`src/rtl/ascon_p.sv`:
```
// Ascon p^12 permutation, one round per clock on a 5-lane registered state.
// A load pulse re-arms the round counter; done marks a completed permutation.
module ascon_p #(
    parameter int BW = 64
) (
    input  logic          clk,
    input  logic          rstn,
    input  logic          load,
    input  logic [5*BW-1:0] s_in,
    output logic [5*BW-1:0] s_out,
    output logic [3:0]    r,
    output logic          done
);

    localparam logic [3:0] LAST_ROUND = 4'd12;

    logic [5*BW-1:0] state_r;
    logic [3:0]      r_r;
    logic            done_r;
    logic [5*BW-1:0] round_in_s;
    logic [5*BW-1:0] round_out_s;

    function automatic logic [BW-1:0] ror(input logic [BW-1:0] v, input int unsigned n);
        return (v >> n) | (v << (BW - n));
    endfunction

    function automatic logic [5*BW-1:0] round_f(input logic [5*BW-1:0] s, input logic [3:0] idx);
        logic [BW-1:0] x0, x1, x2, x3, x4;
        logic [BW-1:0] t0, t1, t2, t3, t4;
        logic [7:0]    rc;
        x0 = s[5*BW-1:4*BW];
        x1 = s[4*BW-1:3*BW];
        x2 = s[3*BW-1:2*BW];
        x3 = s[2*BW-1:BW];
        x4 = s[BW-1:0];
        rc = {4'hF - idx, idx};
        x2 = x2 ^ {{(BW-8){1'b0}}, rc};
        // Bit-sliced 5-bit S-box (chi-like core with linear pre/post mixing).
        x0 = x0 ^ x4;
        x4 = x4 ^ x3;
        x2 = x2 ^ x1;
        t0 = ~x0 & x1;
        t1 = ~x1 & x2;
        t2 = ~x2 & x3;
        t3 = ~x3 & x4;
        t4 = ~x4 & x0;
        x0 = x0 ^ t1;
        x1 = x1 ^ t2;
        x2 = x2 ^ t3;
        x3 = x3 ^ t4;
        x4 = x4 ^ t0;
        x1 = x1 ^ x0;
        x0 = x0 ^ x4;
        x3 = x3 ^ x2;
        x2 = ~x2;
        x0 = x0 ^ ror(x0, 19) ^ ror(x0, 28);
        x1 = x1 ^ ror(x1, 61) ^ ror(x1, 39);
        x2 = x2 ^ ror(x2, 1)  ^ ror(x2, 6);
        x3 = x3 ^ ror(x3, 10) ^ ror(x3, 17);
        x4 = x4 ^ ror(x4, 7)  ^ ror(x4, 41);
        return {x0, x1, x2, x3, x4};
    endfunction

    // Round 0 consumes s_in directly; later rounds iterate on the state.
    always_comb begin
        round_in_s = state_r;
        if (r_r == 4'd0) begin
            round_in_s = s_in;
        end else begin
            round_in_s = state_r;
        end
        round_out_s = round_f(round_in_s, r_r);
    end

    // State, round counter and completion flag; load overrides any round in flight.
    always_ff @(posedge clk or posedge rstn) begin
        if (rstn) begin
            state_r <= '0;
            r_r     <= 4'd0;
            done_r  <= 1'b0;
        end else if (load) begin
            r_r    <= 4'd0;
            done_r <= 1'b0;
        end else if (r_r < LAST_ROUND) begin
            state_r <= round_out_s;
            r_r     <= r_r + 4'd1;
            done_r  <= (r_r == (LAST_ROUND - 4'd1));
        end else begin
            state_r <= state_r;
            r_r     <= r_r;
            done_r  <= done_r;
        end
    end

    assign s_out = state_r;
    assign r     = r_r;
    assign done  = done_r;

endmodule

```
`config.mk`:
```
export PLATFORM = sky130hd
export DESIGN_NAME = ascon_p
export DESIGN_NICKNAME = d
export VERILOG_FILES = /design/src/rtl/ascon_p.sv
export SDC_FILE = /design/constraint.sdc
export NUM_CORES = 2
export LEC_CHECK = 0
export CORE_ASPECT_RATIO = 1.25
export CORE_MARGIN = 1.5
export CORE_UTILIZATION = 35
export DETAILED_ROUTE_END_ITERATION = 16
export HOLD_SLACK_MARGIN = 0.03
export PLACE_DENSITY_LB_ADDON = 0.2
export SLEW_MARGIN = 15
export SYNTH_ARGS = -nofsm -noshare
export SYNTH_HDL_FRONTEND = slang
export SYNTH_SLANG_ARGS = --single-unit
```
`constraint.sdc`:
```
create_clock -name clk -period 12.05 [get_ports clk]
set_input_delay 2.41 -clock clk [delete_from_list [all_inputs] [get_ports clk]]
set_output_delay 2.41 -clock clk [all_outputs]
set_load 0.02 [all_outputs]
```
==> run metrics <==
status finished clean; Slew Limit Fails 0; register area share after synthesis 0.2448; Syn Inst Count 3159; register area 8133 µm²; H-tree depth 2; global routing's busiest layer met2; global-route wire length before repair approximately 220000 µm; Yosys Warn Count 0; post-synthesis adder-cell area fraction 0.08411; Total Wirelength ~160000 µm; Post-Synth Simple-Gate Area 0.07511; Min Clock Period, post-route 5.831 ns; Worst EP required around 13 ns; DRT iter0 DRCs 2275; final period utilization 0.4839; Std-Cell Rows roughly 130; share of cells above drive strength 1 0.06579; syn nets 3610; setup bufs post-CTS 0; register clock-pin slew on the reported worst setup and hold paths 0.06 ns; CTS root buffer clkbuf_16; Max-Cap Viols 0; final setup TNS 0 ns; die height about 350 µm; Critical Path AT between 6 and 7 ns; asr flop ratio synth 1.000; DRC 0; Netlist cell types 44; final RePlAce weighted congestion between 1 and 1.5; top_reg_cell synth dfrtp_1; Critical path origin r[1]; RSZ-0062 raised after global routing false; clock latency on the worst-skew pair between 0.6 and 0.7 ns; dpl hpwl ~140000 µm; number of vias per cell 5.319; Reg2Reg Depth 12; Avg WL per Cell ~32 µm; critical path capture point type flop; Syn Area/Cell ~11 µm²; Reg2Reg Setup Slack ~6.2 ns; critical path launch point type flop; clk_skew around 0.03 ns; r2r endpoint s_out[261]; die area ~97000 µm²; area delta synth->final 27.60%; Post-CTS Hold Buffers 0; Critical path destination s_out[261]; Fmax achieved 0.1715 GHz; vias 26.62k; most frequent cells in the layout clkdlybuf4s50_1, nand2_1, xnor2_1; main combinational cell family by area after synthesis XOR/XNOR gates; Finish-stage setup viols 0; Multi-input gate area 24060 µm²; final hold vios 0; nets@finish 4206; Pre-antenna DRT Iters 5; worst r2r src r[1]; top cell type's share of synthesized area 0.2448; CTS Sinks ~330; clk buf depth 3; initial antenna violation count 12; I/O Buffers around 650; Post-Synthesis Cell Area 33220 µm²; Ports 648; HP Class flop to flop; Synth area leaders dfrtp_1, xnor3_1, xnor2_1, mux2i_1, xor2_1; GRT Util Overall 0.3294; CTS tree built; Compound-Gate Fraction of Synth Area 0.05978; post-synthesis xor/xnor area fraction 0.3803; core box area approximately 94000 µm²; met1 Use GR 0.3962; Worst-Margin Slew 1.336 ns; Crit Path Max Fanout between 100 and 150; final antenna-violating net count 0; number of global-route vias before repair 26.23k; fillers around 9k; CTS buffer count 40; commonest non-fill, non-tap cell in the layout clkdlybuf4s50_1; initial cell density of the core 0.3523; Synth area leader dfrtp_1; met2 usage 0.5451; critical path type flop to flop; GRT overflow 0; slew margin rel. 0.1027; cts repair resizes 0; Yosys reg bits roughly 330; chip width roughly 280 µm; EDFF count, synth 0; mux share of post-synthesis cell area 0.1233; met3 usage 0.07470; largest net degree at the start of global routing between 200 and 300
[cell type report]
cell class	count	share of cell area
antenna	3	0.0001771
clock buffer	55	0.02781
clock inverter	17	0.005963
inverter	120	0.01080
multi-input combinational	2588	0.5676
sequential	325	0.1919
tap	1216	0.03590
timing repair buffer	680	0.1598
[logic make-up after synthesis]
| kind of cell | Yosys count |
|---|---|
| buffers and inverters | 246 |
| adder cells (fa/ha/maj) | 247 |
| flip-flops | 325 |
| AND/OR/NAND/NOR | 590 |
| XOR/XNOR | 980 |
| multiplexers | 385 |
| AO/OA/AOI/OAI | 386 |
[cells in the mapped netlist (2+ instances only)]
library cell	instances
a211oi_1	3
a21oi_1	10
buf_2	16
buf_4	12
buf_6	11
clkbuf_1	86
dfrtp_1	325
ha_1	128
inv_1	120
maj3_1	118
mux2_2	64
mux2i_1	301
mux2i_2	9
mux2i_4	10
nand2_1	481
nand2b_1	15
nand3b_1	4
nand4bb_1	2
nor2_1	12
nor2b_1	66
o211a_1	3
o211ai_1	3
o21ai_0	208
o21ai_1	157
or4bb_1	2
xnor2_1	412
xnor2_2	52
xnor3_1	211
xor2_1	255
xor3_1	49
[worst max-delay path: stages, from the launching register on]
cell and delay (ns):
dfrtp_1 0.51, inv_1 0.20, ha_1 0.31, nor3b_4 0.27, buf_12 0.47, buf_4 0.77, buf_4 0.71, mux2i_1 0.26
ha_1 0.28, xor2_1 0.16, xnor2_1 0.90, xnor3_1 0.62, o21ai_1 0.14
[registers in the layout (all words and copies together) (netlist names)]
name   cells
done       1
r          4
s_out    320
[how the worst min path moves through the flow]
stage	cells past startpoint	slack, ns	from	end
after floorplan	2	0.60	s_out[136]	s_out[136]
after global placement	2	0.51	s_out[215]	s_out[215]
after detailed placement	2	0.50	s_out[215]	s_out[215]
after CTS	2	0.52	s_out[215]	s_out[215]
after global routing	2	0.56	s_out[172]	s_out[172]
final	2	0.52	s_out[173]	s_out[173]
[stage by stage]
step | std cells | hold slack (ns) | setup WS, ns | instance area, µm² | util
2_1_floorplan | 3159 | 0.6045 | 0.6420 | 33220 | -
3_3_place_gp | 4929 | 0.5079 | 6.215 | 40910 | 0.4340
3_5_place_dp | 4929 | 0.5050 | 6.239 | 40920 | 0.4341
4_1_cts | 5001 | 0.5190 | 6.217 | 42350 | 0.4492
5_1_grt | 5004 | 0.5561 | 5.828 | 42380 | 0.4496
6_report | 5004 | 0.5241 | 6.219 | 42380 | 0.4496
[routing by layer]
metal / up-vias / part of all wire
met4: 16 / 0.063
met3: 347 / 0.074
met5: - / 0.00070
met1: 13220 / 0.39
met2: 1176 / 0.47
li1: 11850 / -
Power is not shown: default switching activity piles up to over one toggle a cycle in this logic, so the estimate is an artifact.
